$ cat src/rtl/multi_cycle_control.sv
// Multi-cycle MIPS control FSM: sequences fetch/decode/execute/memory/writeback.
// Optional performance counters enabled with `define MC_PERF_CNT_EN.
module multi_cycle_control (
    input  logic        clk,
    input  logic        rst_n,
    input  logic [5:0]  Opcode,
    input  logic        mem_ready,
    output logic        PC_w,
    output logic        PC_w_cond,
    output logic        IR_w,
    output logic        Reg_w,
    output logic        Mem_w,
    output logic        Mem_r,
    output logic        I_or_D,
    output logic        Reg_dst,
    output logic        Mem_to_reg,
    output logic        ALU_src_A,
    output logic        Ext_zero,
    output logic [1:0]  ALU_src_B,
    output logic [1:0]  ALU_op,
    output logic [1:0]  PC_src,
    output logic        illegal_op,
    output logic [3:0]  state_o,
    output logic [31:0] cycle_cnt,
    output logic [31:0] instr_cnt
);

    localparam logic [3:0] IDLE      = 4'd0;
    localparam logic [3:0] FETCH     = 4'd1;
    localparam logic [3:0] DECODE    = 4'd2;
    localparam logic [3:0] MEM_ADDR  = 4'd3;
    localparam logic [3:0] MEM_READ  = 4'd4;
    localparam logic [3:0] MEM_WB    = 4'd5;
    localparam logic [3:0] MEM_WRITE = 4'd6;
    localparam logic [3:0] EXEC_R    = 4'd7;
    localparam logic [3:0] R_WB      = 4'd8;
    localparam logic [3:0] EXEC_I    = 4'd9;
    localparam logic [3:0] I_WB      = 4'd10;
    localparam logic [3:0] BRANCH    = 4'd11;
    localparam logic [3:0] JUMP      = 4'd12;

    localparam logic [5:0] OP_R     = 6'b000000;
    localparam logic [5:0] OP_ADDIU = 6'b001001;
    localparam logic [5:0] OP_ORI   = 6'b001101;
    localparam logic [5:0] OP_LW    = 6'b100011;
    localparam logic [5:0] OP_SW    = 6'b101011;
    localparam logic [5:0] OP_BEQ   = 6'b000100;
    localparam logic [5:0] OP_J     = 6'b000010;

    logic [3:0] state;
    logic [3:0] state_nxt;

    always_ff @(posedge clk or negedge rst_n) begin
        if (!rst_n) begin
            state <= IDLE;
        end else begin
            state <= state_nxt;
        end
    end

    assign state_o = state;

    always_comb begin
        state_nxt  = state;
        PC_w       = 1'b0;
        PC_w_cond  = 1'b0;
        IR_w       = 1'b0;
        Reg_w      = 1'b0;
        Mem_w      = 1'b0;
        Mem_r      = 1'b0;
        I_or_D     = 1'b0;
        Reg_dst    = 1'b0;
        Mem_to_reg = 1'b0;
        ALU_src_A  = 1'b0;
        Ext_zero   = 1'b0;
        ALU_src_B  = 2'b00;
        ALU_op     = 2'b00;
        PC_src     = 2'b00;
        illegal_op = 1'b0;
        case (state)
            IDLE: state_nxt = FETCH;
            FETCH: begin
                Mem_r     = 1'b1;
                ALU_src_B = 2'b01;
                ALU_op    = 2'b01;
                IR_w      = mem_ready;
                PC_w      = mem_ready;
                state_nxt = mem_ready ? DECODE : FETCH;
            end
            DECODE: begin
                ALU_src_B = 2'b11;
                ALU_op    = 2'b01;
                unique case (1'b1)
                    (Opcode == OP_R):
                        state_nxt = EXEC_R;
                    (Opcode == OP_ADDIU),
                    (Opcode == OP_ORI):
                        state_nxt = EXEC_I;
                    (Opcode == OP_LW),
                    (Opcode == OP_SW):
                        state_nxt = MEM_ADDR;
                    (Opcode == OP_BEQ):
                        state_nxt = BRANCH;
                    (Opcode == OP_J):
                        state_nxt = JUMP;
                    default: begin
                        illegal_op = 1'b1;
                        state_nxt  = FETCH;
                    end
                endcase
            end
            MEM_ADDR: begin
                ALU_src_A = 1'b1;
                ALU_src_B = 2'b10;
                ALU_op    = 2'b01;
                state_nxt = (Opcode == OP_SW) ? MEM_WRITE : MEM_READ;
            end
            MEM_READ: begin
                Mem_r     = 1'b1;
                I_or_D    = 1'b1;
                state_nxt = mem_ready ? MEM_WB : MEM_READ;
            end
            MEM_WB: begin
                Reg_w      = 1'b1;
                Mem_to_reg = 1'b1;
                state_nxt  = FETCH;
            end
            MEM_WRITE: begin
                Mem_w     = 1'b1;
                I_or_D    = 1'b1;
                state_nxt = mem_ready ? FETCH : MEM_WRITE;
            end
            EXEC_R: begin
                ALU_src_A = 1'b1;
                ALU_op    = 2'b10;
                state_nxt = R_WB;
            end
            R_WB: begin
                Reg_w     = 1'b1;
                Reg_dst   = 1'b1;
                state_nxt = FETCH;
            end
            EXEC_I: begin
                ALU_src_A = 1'b1;
                ALU_src_B = 2'b10;
                Ext_zero  = (Opcode == OP_ORI);
                ALU_op    = (Opcode == OP_ORI) ? 2'b11 : 2'b01;
                state_nxt = I_WB;
            end
            I_WB: begin
                // IR is stable here, so re-deriving from Opcode holds EXEC_I's value
                Reg_w     = 1'b1;
                Ext_zero  = (Opcode == OP_ORI);
                state_nxt = FETCH;
            end
            BRANCH: begin
                ALU_src_A = 1'b1;
                PC_w_cond = 1'b1;
                PC_src    = 2'b01;
                state_nxt = FETCH;
            end
            JUMP: begin
                PC_w      = 1'b1;
                PC_src    = 2'b10;
                state_nxt = FETCH;
            end
            default: state_nxt = IDLE;
        endcase
    end

`ifdef MC_PERF_CNT_EN
    logic [31:0] cyc_q;
    logic [31:0] ins_q;
    logic        retire;

    assign retire = (state_nxt == FETCH) &&
                    ((state == MEM_WB) || (state == MEM_WRITE) ||
                     (state == R_WB)   || (state == I_WB) ||
                     (state == BRANCH) || (state == JUMP));

    always_ff @(posedge clk or negedge rst_n) begin
        if (!rst_n) begin
            cyc_q <= 32'd0;
            ins_q <= 32'd0;
        end else begin
            if (state != IDLE) begin
                cyc_q <= cyc_q + 32'd1;
            end
            if (retire) begin
                ins_q <= ins_q + 32'd1;
            end
        end
    end

    assign cycle_cnt = cyc_q;
    assign instr_cnt = ins_q;
`else
    assign cycle_cnt = 32'd0;
    assign instr_cnt = 32'd0;
`endif

endmodule

$ cat config.mk
export PLATFORM = sky130hd
export DESIGN_NAME = multi_cycle_control
export DESIGN_NICKNAME = d
export VERILOG_FILES = /design/src/rtl/multi_cycle_control.sv
export SDC_FILE = /design/constraint.sdc
export NUM_CORES = 1
export LEC_CHECK = 0
export ABC_AREA = 1
export ABC_CLOCK_PERIOD_IN_PS = 1600
export CORE_MARGIN = 5
export CORE_UTILIZATION = 28
export CTS_CLUSTER_SIZE = 10
export DETAILED_ROUTE_END_ITERATION = 12
export PLACE_DENSITY = 0.77
export SLEW_MARGIN = 5
export SYNTH_ARGS = -nofsm -noshare
export SYNTH_HDL_FRONTEND = slang
export SYNTH_SLANG_ARGS = --single-unit
$ cat constraint.sdc
create_clock -name clk -period 1.6 [get_ports clk]
set_clock_uncertainty 0.2 [all_clocks]
set_input_delay 0.4 -clock clk [delete_from_list [all_inputs] [get_ports clk]]
set_output_delay 0.4 -clock clk [all_outputs]
set_load 0.05 [all_outputs]
==> impl_metrics.toml, run 1 <==
[placement]
dp_hpwl_um = 2550
portBuffers = 30
dpl.cell_count = 274
place.gp.congestion = 0.909

[yosys]
synth_top_cell_area_share_pct = 47.3
synthCells = 168
synth-seq-cells = 4
ys_types = 20
synthArstFlopShare_pct = 100
synth_ff_type = "dfrtp_1"
synth_edf_count = 0
yosysSeqAreaShare_pct = 9.56
synth_warnings = 0
synth.area.top_cells = "buf_4 (47%), dfrtp_1 (9.6%), nand2_1 (9.3%), nor2_1 (6.8%), inv_1 (5.4%)"
yosysTopAreaCell = "buf_4"
netlist_area_mm2 = 0.00105
syn_avg_cell_area_um2 = 6.23

[pwr]
total_power_mw = 4.24
p_leak_nw = 1.07
power.density_mw_per_mm2 = 2080
ir_drop_mv = 0.583

[grt]
grt_pass1_wl_um = 4940
grt_antenna_before_repair = 0
grt_max_degree = 7
grtUsageTotal_pct = 11.9
grt-ovfl-total = 0
grt_pass1_vias = 1117

[clocking]
cts-root-buf = "clkbuf_8"
hold_buffers = 0
cts_htree_levels = 1
tritoncts = "built"
clock_latency_ns = 0.21
path_clk_slew_ns = 0.03
cts_sinks = 4
clk_path_buf_depth = 2
numCtsBuffers = 3

[sta]
holdWs_ns = 0.197
setup_viol = 23
finalCritPeriodShare_pct = 130
drv_slew = 0
timing_hold_violations_final = 0
timing.final.crit_period_ns = 2.08
worst_slack_ns = -0.482
fmax_mhz = 480
rsz0062_at_grt = "true"

[final_layout]
fin_nets = 253
layout.cells.non_filler = 290
nFillCells = 303
syn_to_final_growth_pct = 94.7
drive_gt1_share_pct = 51.2
insertedDiodeCount = 0
largest_reg_flops = 4

[min_path]
hold_class = "input port to async pin"

[route]
drtIter0Drc = 48
first_pass_iters = 4
wirelength_um = 3180
routedWlPerCell_um = 11.0
vias = 1114
drc = 0
vias_per_cell = 3.84
route.antenna.remaining_nets = 0

[floorplan]
die_y_um = 71.2
core-area_mm2 = 0.00363
rows = 22
start_util_pct = 28.8
dieArea_mm2 = 0.00506
io_pins = 95
chipWidth_um = 71.2

[worst_setup_path]
critPathKind = "flip-flop to output port"
path_max_fanout = 5
end_kind = "output port"
crit_start = "state_o[2]"
cp_data_arrival_time_ns = 1.48
cp-start-kind = "flip-flop"
reg2reg_from = "state_o[2]"
required_ns = 1.00

[flow_run]
max-cap-violations = 0

[outcome]
violations = "negative setup slack"
status = "complete, but fails checks"
## cells in the mapped netlist, drive strengths merged (2+ instances only)
cell type,number
inv,20
nor2,24
nand3,8
dfrtp,4
nand4,2
buf,66
a21oi,3
nor3,4
nand2,31
## worst max-delay path, cell delays in order (launching register included)
cell,delay (ns)
dfrtp_4,0.51
nor2_4,0.15
nand2_2,0.09
nor2_4,0.11
inv_2,0.05
nor3_4,0.19
buf_12,0.16
## cells in the final DEF (no fill, tap or decap)
cell type / instances
nand2_1: 14
nor2_2: 2
nand2_2: 6
inv_6: 1
buf_12: 25
nand2_8: 1
nor2_4: 11
nor3_4: 2
inv_2: 6
clkbuf_8: 3
a21oi_1: 3
o21ai_4: 1
nor3_2: 2
nor2_1: 11
nand2_4: 10
dfrtp_2: 2
nand3b_1: 1
clkdlybuf4s50_1: 2
dlygate4sd2_1: 6
or2_4: 1
nand3_1: 8
buf_4: 35
dfrtp_4: 2
conb_1: 64
clkinvlp_4: 5
o22ai_4: 1
and3b_2: 1
inv_4: 1
inv_1: 7
nand4_1: 2
buf_6: 6
## cell families (layout without fill, tap and decap cells)
logic type,after synthesis,after routing,synth area share [%]
buf+inv,86,97,54.5
compound gates,5,5,2.51
other cells,1,64,0.358
flops,4,4,9.56
simple gates,72,72,33.1
## final timing paths
check,to,slack (ns),depth (start not counted)
setup / recovery,illegal_op,-0.48,6
hold / removal,state_o[0],0.20,1
setup reg to reg,state_o[0],-0.14,9
hold reg to reg,state_o[0],0.69,4
max in group asynchronous,state_o[2],0.81,1
min in group clk,state_o[0],0.59,5
## area by class of cell
class	count	area, um^2	share of cell area, %
inverters	20	101	4.97
clock buffers	3	41.3	2.02
well taps	48	60.1	2.94
multi-input cells	141	823	40.4
flip-flops and latches	4	110	5.40
repair buffers	74	903	44.3
## stage by stage
stage,TNS [ns],util [%],worst slack [ns],cell area [um^2]
global placement,-4.90,49.7,-0.680,1810
global route,-8.85,56.1,-0.542,2040
CTS,-7.42,55.0,-0.502,2000
floorplan,-4.59,-,-0.395,1470
finish,-7.63,56.1,-0.482,2040
detailed placement,-5.30,49.7,-0.715,1810
## metal layers
layer | wire length, um | share of wire [%] | GRT usage [%] | up-vias
met2 | 1810 | 57 | 23.6 | 66
met5 | 0 | 0 | 0 | -
met3 | 298 | 9.4 | 2.41 | 2
met4 | 14 | 0.44 | 3.13 | 0
met1 | 1060 | 33 | 12.6 | 510
li1 | - | - | - | 536
## report_power, final
| group | total [mW] | internal [mW] | switching, mW | leakage, nW |
|---|---|---|---|---|
| Sequential | 0.282 | 0.164 | 0.117 | 0.0460 |
| Combinational | 3.76 | 1.69 | 2.06 | 1.00 |
| Clock | 0.207 | 0.160 | 0.0470 | 0.0216 |
## repair_timing
action / CTS / global route
gates resized for setup: 30 / 3
pin swaps: 11 / 7
hold endpoints to repair: 0 / 0
endpoints found under the setup margin: 23 / 23
setup buffers: 9 / 4
Note: power is estimated with default switching activity, not from simulation.
==> run 2: changes to the inputs <==
==> constraint.sdc (replaced) <==
create_clock -name clk -period 1.6 [get_ports clk]
set_clock_uncertainty 0.2 [all_clocks]
set_input_delay 0.4 -clock clk [delete_from_list [all_inputs] [get_ports clk]]
set_output_delay 0.4 -clock clk [all_outputs]
set_load 0.02 [all_outputs]
==> impl_metrics.toml, run 2 (synthesized netlist as in run 1, its figures left out) <==
[worst_setup_path]
required_ns = 1.00
cp-start-kind = "flip-flop"
worst_path_most_repeated_cell = "buf_6"
crit_buf_inv = 4
reg2reg_from = "state_o[3]"
cp_cell_sequence = "buf_4 -> nor2_4 -> buf_6 -> nand2_1 -> inv_2 -> buf_6"
path_max_fanout = 5
cp_data_arrival_time_ns = 1.36
end_kind = "output port"
crit_start = "state_o[2]"
r2r_slack_ns = -0.08
critPathMaxStageDelay_ns = 0.42
critPathKind = "flip-flop to output port"
crit_family = "buffers and inverters"
cp_slowest_cell = "dfrtp_2"

[placement]
dpl.cell_count = 273
portBuffers = 30
dp_slack_ns = -1.13
place.gp.congestion = 0.782
dp_hpwl_um = 2230

[pwr]
p_switching_mw = 1.43
seqPwrFrac_pct = 8.4
power.density_mw_per_mm2 = 1690
total_power_mw = 2.96
ir_drop_mv = 0.429
p_int_mw = 1.53
p_leak_nw = 1.01
swShare_pct = 48.3
clockPowerShare_pct = 7.3
combPwrFrac_pct = 84.4

[clocking]
clock_latency_ns = 0.22
hold_buffers = 0
clk_path_buf_depth = 2
cts_sinks = 4
cts_htree_levels = 1
path_clk_slew_ns = 0.03
numCtsBuffers = 3
cts-root-buf = "clkbuf_8"
tritoncts = "built"

[sta]
timing.final.crit_period_ns = 1.96
setup_tns_ns = -5.35
holdWs_ns = 0.180
drv_slew = 0
rsz0062_at_grt = "true"
worst_slack_ns = -0.361
finalCritPeriodShare_pct = 123
fmax_mhz = 510
timing_hold_violations_final = 0
setup_viol = 20

[flow_run]
max-cap-violations = 0

[final_layout]
drive_gt1_share_pct = 52.9
final_cell_mix = "conb_1 (64), buf_4 (35), buf_6 (27), nand2_1 (15)"
layout.cells.non_filler = 288
final_common_cell = "conb_1"
syn_to_final_growth_pct = 67.5
largest_reg_flops = 4
nFillCells = 374
insertedDiodeCount = 0
fin_nets = 251

[grt]
grt-ovfl-total = 0
grt_pass1_wl_um = 4040
grt_antenna_before_repair = 0
grt_pass1_vias = 942
grt_max_degree = 7
grtUsageTotal_pct = 9.72

[floorplan]
die_y_um = 71.2
rows = 22
core-area_mm2 = 0.00363
io_pins = 95
chipWidth_um = 71.2
start_util_pct = 28.8
dieArea_mm2 = 0.00506

[outcome]
violations = "negative setup slack"
status = "complete, but fails checks"

[route]
wirelength_um = 2890
route.antenna.remaining_nets = 0
routedWlPerCell_um = 10.0
drc = 0
first_pass_iters = 3
vias = 1040
drtIter0Drc = 19
vias_per_cell = 3.61

[min_path]
hold_class = "input port to async pin"
==> run 2: cell types whose count changed in the layout (fill, tap and decap cells not counted), moves of 3 or more <==
cell / before / now
nand2_2: 6 / 9
clkdlybuf4s15_1: 0 / 3
buf_12: 25 / 0
nand3_2: 0 / 4
buf_6: 6 / 27
nand2_4: 10 / 6
nand3_1: 8 / 4
clkinvlp_4: 5 / 0
inv_2: 6 / 11
dlygate4sd2_1: 6 / 3
==> run 2: path summary, 6_finish.rpt <==
check                             endpoint  cells after the start
worst max register to register  state_o[0]                      9
worst max-delay path             PC_src[0]                      6
max in group asynchronous       state_o[2]                      1
worst min register to register  state_o[3]                      4
min in group clk                state_o[0]                      5
worst min-delay path            state_o[3]                      1
==> run 2: per-stage QoR <==
| stage | area (um^2) | utilization (%) |
|---|---|---|
| after floorplan | 1360 | - |
| after global placement | 1450 | 39.8 |
| after detailed placement | 1450 | 39.8 |
| after CTS | 1650 | 45.4 |
| after global routing | 1750 | 48.3 |
| final | 1750 | 48.3 |
==> run 2: power groups by stage <==
stage / combinational, mW / clock (mW) / sequential, mW
floorplan: 1.08 / 0 / 0.275
global placement: 1.81 / 0 / 0.247
detailed placement: 1.84 / 0 / 0.250
CTS: 2.24 / 0.221 / 0.245
global route: 2.66 / 0.225 / 0.253
finish: 2.50 / 0.215 / 0.248
==> run 2: timing repair <==
item,4_1_cts,5_1_grt
endpoints found under the setup margin,24,21
pin swaps,13,17
endpoints found under the hold margin,0,0
buffers inserted,8,8
resized for setup,163,26
==> run 2: worst reg2reg max path, delay by kind of cell, from the launching register on <==
kind | cells | cell delay (ns)
buf+inv | 5 | 0.62
flops | 1 | 0.43
simple gates | 4 | 0.29
==> run 2: area by class of cell <==
class	instances	area (um^2)	area share, %
Timing Repair Buffer	72	653	37.2
Inverter	20	85.1	4.85
Sequential cell	4	105	5.99
Multi-Input combinational cell	141	810	46.1
Tap cell	48	60.1	3.42
Clock buffer	3	41.3	2.35
==> run 2: layer usage <==
metal  global-route usage (%)  up-vias  wire length [um]
li1                         -      530                 -
met1                     10.6      448               945
met2                     18.9       58              1620
met3                    0.852        4               279
met4                     3.76        0                43
met5                        0        -                 0
==> run 3: changes to the inputs <==
--- a/config.mk
+++ b/config.mk
@@ -11,7 +11,7 @@
 export CORE_UTILIZATION = 28
 export CTS_CLUSTER_SIZE = 10
 export DETAILED_ROUTE_END_ITERATION = 12
-export PLACE_DENSITY = 0.77
+export PLACE_DENSITY = 0.86
 export SLEW_MARGIN = 5
 export SYNTH_ARGS = -nofsm -noshare
 export SYNTH_HDL_FRONTEND = slang
==> impl_metrics.toml, run 3 (synthesized netlist as in run 1, its figures left out) <==
[sta]
timing.final.crit_period_ns = 1.95
timing_hold_violations_final = 0
setup_viol = 22
holdWs_ns = 0.180
drv_slew = 0
rsz0062_at_grt = "true"
setup_tns_ns = -5.34
fmax_mhz = 513
finalCritPeriodShare_pct = 122
worst_slack_ns = -0.348

[clocking]
tritoncts = "built"
hold_buffers = 0
numCtsBuffers = 3
cts_htree_levels = 1
cts_sinks = 4
clock_latency_ns = 0.22
cts-root-buf = "clkbuf_8"
path_clk_slew_ns = 0.03
clk_path_buf_depth = 2

[route]
drtIter0Drc = 12
first_pass_iters = 4
routedWlPerCell_um = 11.6
vias_per_cell = 3.81
wirelength_um = 3280
route.antenna.remaining_nets = 0
vias = 1082
drc = 0

[floorplan]
die_y_um = 71.2
io_pins = 95
chipWidth_um = 71.2
start_util_pct = 28.8
rows = 22
dieArea_mm2 = 0.00506
core-area_mm2 = 0.00363

[worst_setup_path]
r2r_slack_ns = -0.09
critPathKind = "flip-flop to output port"
reg2reg_from = "state_o[1]"
required_ns = 1.00
end_kind = "output port"
reg2reg_depth = 8
r2r_end = "state_o[2]"
cp_data_arrival_time_ns = 1.35
path_max_fanout = 5
cp-start-kind = "flip-flop"

[pwr]
p_switching_mw = 1.50
swShare_pct = 50.7
p_int_mw = 1.46
ir_drop_mv = 0.432
seqPwrFrac_pct = 9.3
clockPowerShare_pct = 7.2
combPwrFrac_pct = 83.5
power.density_mw_per_mm2 = 1640
p_leak_nw = 1.02

[placement]
portBuffers = 30
place.gp.congestion = 0.874
dp_hpwl_um = 2270

[grt]
grt-ovfl-total = 0
grt_antenna_before_repair = 0
grtUsageTotal_pct = 10.8
grt_pass1_vias = 1006
grt_max_degree = 7
grt_pass1_wl_um = 4510

[final_layout]
fin_nets = 247
drive_gt1_share_pct = 55.1
final_common_cell = "conb_1"
syn_to_final_growth_pct = 72.4
insertedDiodeCount = 0
final_cell_mix = "conb_1 (64), buf_6 (28), buf_4 (28), nor2_4 (13), nand2_1 (12)"
largest_reg_flops = 4

[outcome]
violations = "negative setup slack"
status = "complete, but fails checks"

[min_path]
hold_class = "input port to async pin"

[flow_run]
max-cap-violations = 0
## run 3: cell count changes in the layout (fill, tap and decap cells not counted), sizes merged
cell	before	now
buf	64	62
clkbuf	3	4
clkdlybuf4s15	3	1
clkinv	1	0
dlygate4sd2	3	2
inv	19	20
## run 3: metal layers
layer / track usage [%] / up-vias / part of all wire (%)
met5: 0 / - / 0
met2: 23.0 / 63 / 60
li1: - / 521 / -
met1: 10.3 / 491 / 28
met3: 1.56 / 7 / 9.4
met4: 3.13 / 0 / 2.5
## run 3: cell type report
type                       count  area (um^2)
fill                         365         1830
clock buffer                   3         41.3
sequential                     4          105
inverter                      20         90.1
timing repair buffer          68          648
tap                           48         60.1
multi-input combinational    141          861
## run 3: worst max path at each step
stage	slack, ns	startpoint	endpoint
final	-0.35	state_o[3]	ALU_op[1]
after global routing	-0.41	state_o[2]	illegal_op
after CTS	-0.32	state_o[2]	illegal_op
after detailed placement	-1.14	Opcode[0]	ALU_op[1]
after global placement	-1.09	Opcode[3]	ALU_op[1]
after floorplan	-0.09	state_o[0]	PC_src[0]
## run 3: stage by stage
step	setup slack (ns)	utilization (%)	cells	total power, mW	area, um^2
after detailed placement	-1.14	39.4	268	2.11	1430
after global routing	-0.413	49.7	284	3.12	1810
after global placement	-1.09	39.4	268	2.07	1430
final	-0.348	49.7	284	2.96	1810
after floorplan	-0.0876	-	231	1.35	1360
after CTS	-0.320	47.8	282	2.79	1740
## run 3: timing repair
item,4_1_cts,5_1_grt
endpoints found under the setup margin,23,23
gates cloned,0,0
buffers inserted,12,5
pin swaps,20,7
resized for setup,193,17
## run 3: power groups by stage
stage	combinational (mW)	clock, mW	sequential (mW)
2_1_floorplan	1.08	0	0.275
3_3_place_gp	1.83	0	0.246
3_5_place_dp	1.86	0	0.248
4_1_cts	2.30	0.217	0.273
5_1_grt	2.62	0.225	0.282
6_report	2.47	0.212	0.277
## run 3: critical path: stages (launching register included)
cell and delay [ns]:
dfrtp_2 0.45, inv_4 0.08, nor2_4 0.21, nand2_4 0.12, o22ai_4 0.13, buf_6 0.14
==> patch, RTL diff (flow settings as in run 3) <==
Add a define of `MC_PERF_CNT_EN`.
--- a/src/rtl/multi_cycle_control.sv
+++ b/src/rtl/multi_cycle_control.sv
@@ -1,4 +1,6 @@
 // Multi-cycle MIPS control FSM: sequences fetch/decode/execute/memory/writeback.
 // Optional performance counters enabled with `define MC_PERF_CNT_EN.
+`define MC_PERF_CNT_EN
+
 module multi_cycle_control (
     input  logic        clk,
Formal check against the unedited RTL: not equivalent (a bounded check fails within 4 cycles, from zero or initial values and one cycle with rst_n low).
==> patch against run 3 <==
The flow still finishes with violations (negative setup slack). Critical path depth is the same. Final area rose to 4.7 times the old value. Worst hold slack better by 140 ps. Power rose to 3.8 times the old value. Routed wire length rose to 5.9 times the old value. Sequential cell count up 64. Sequential share of layout area up 15 points. Synthesized area increased to 4.4 times the old value. Worst setup slack lost 180 ps. Largest power group unchanged.
==> patch: results <==
grt:
  grt_pass1_wl_um: 28900
  grt_pass1_vias: 5838
  grt_max_degree: 69
  track_usage_pct: 18.2
worst_setup_path:
  reg2reg_to: "instr_cnt[7]"
  crit_path_end: "PC_w"
  r2r-start: "state_o[0]"
  cp-startpoint: "state_o[2]"
clock_tree:
  clkLatencyLatePin_ps: 340
  root_buffer: "clkbuf_16"
  cts_htree_levels: 3
  clk_pin_slew_ps: 60
pwr:
  peakVddDrop_uv: 873
  power.leakage_nw: 4.27
sta:
  finalSetupTns_ps: -26570
  setup_viol: 89
  fin_ws_ps: -532
synth:
  netlist_top_cells_count: "nand2_1, nor2_1, dfrtp_1, inv_1, nand3_1"
  synth.avg_cell_area_sq_um: 6.17
  yosysUniqueCellTypes: 27
  ys_top_cells_by_area: "dfrtp_1, nand2_1, nor2_1"
  yosysSeqAreaShare_pct: 36.7
route:
  vias_per_cell: 4.81
  drt_wl_total_um: 19300
  dr.pass1.iters: 5
status:
  violations: "negative setup slack"
  status: "complete, but fails checks"
place:
  io_buffers: 94
  gp_congestion: 0.930
  place_hpwl_um: 11300
finish:
  fillers: 1412
  drive_gt1_share_pct: 45.3
patch: cell count changes after synthesis, moves of 4 or more:
cell,run 3,this run
buf_4,66,3
xor2_1,0,16
nand3b_1,1,5
dfrtp_1,4,68
nand2_1,26,372
xnor2_1,0,11
nor2_1,19,115
nand4_1,2,14
inv_1,15,68
nand3_1,8,34
o21ai_0,1,9
patch: worst max-delay path, stage by stage (launching register included):
cell and delay [ps]:
dfrtp_2 460, buf_6 140, nor2_4 140, nand3_4 150, o21ai_2 160, buf_6 140
patch: cells by family after synthesis:
group,Yosys count,synth area share [%]
xor+xnor,27,5.10
compound gates,15,1.83
fa+ha+maj,2,0.539
buf+inv,82,7.44
flops,68,36.7
simple gates,558,48.4
patch: worst min path at each step:
stage                 startpoint      endpoint  slack, ps  cells past startpoint
finish              instr_cnt[1]  instr_cnt[1]        320                      2
global placement           rst_n  instr_cnt[4]        250                      2
global route        instr_cnt[1]  instr_cnt[1]        360                      2
detailed placement         rst_n  instr_cnt[4]        250                      2
floorplan                  rst_n  cycle_cnt[0]       -100                      0
CTS                 instr_cnt[1]  instr_cnt[1]        320                      2
patch: routing by layer:
metal	part of all wire (%)	global-route usage, %	routed length [um]	vias to the layer above
met1	38	20.7	7390	2825
met2	52	33.5	10100	258
met5	0	0	0	-
met4	3.6	6.28	687	0
met3	5.9	4.34	1150	67
li1	-	-	-	2857
patch: stage by stage:
stage          power, W  hold slack (ps)  instance area [sq um]
2_1_floorplan   0.00417            -95.6                   4830
3_3_place_gp    0.00589              246                   6930
3_5_place_dp    0.00595              252                   6930
4_1_cts         0.00971              318                   7910
5_1_grt          0.0118              359                   8410
6_report         0.0114              324                   8410
patch: cell type report:
cell class | instances | share of cell area [%]
Timing Repair Buffer | 270 | 28.8
Inverter | 72 | 3.55
Clock buffer | 13 | 3.33
Tap cell | 220 | 3.27
Sequential cell | 68 | 20.5
Multi-Input combinational cell | 603 | 40.1
Clock inverter | 3 | 0.506
patch: repair_timing:
item                                   in CTS  in global routing
endpoints found under the hold margin      68                  0
setup endpoints to repair                 152                116
gates resized for setup                   461                158
cloned                                      6                  4
setup buffers                              33                 17
pin swaps                                  37                 51
hold buffers                                1                  0
patch: power by group:
part           switching, W  internal [W]  total, W
sequential         0.000295       0.00192   0.00222
clock              0.000789       0.00137   0.00216
combinational       0.00352       0.00348   0.00700
total               0.00460       0.00678    0.0114
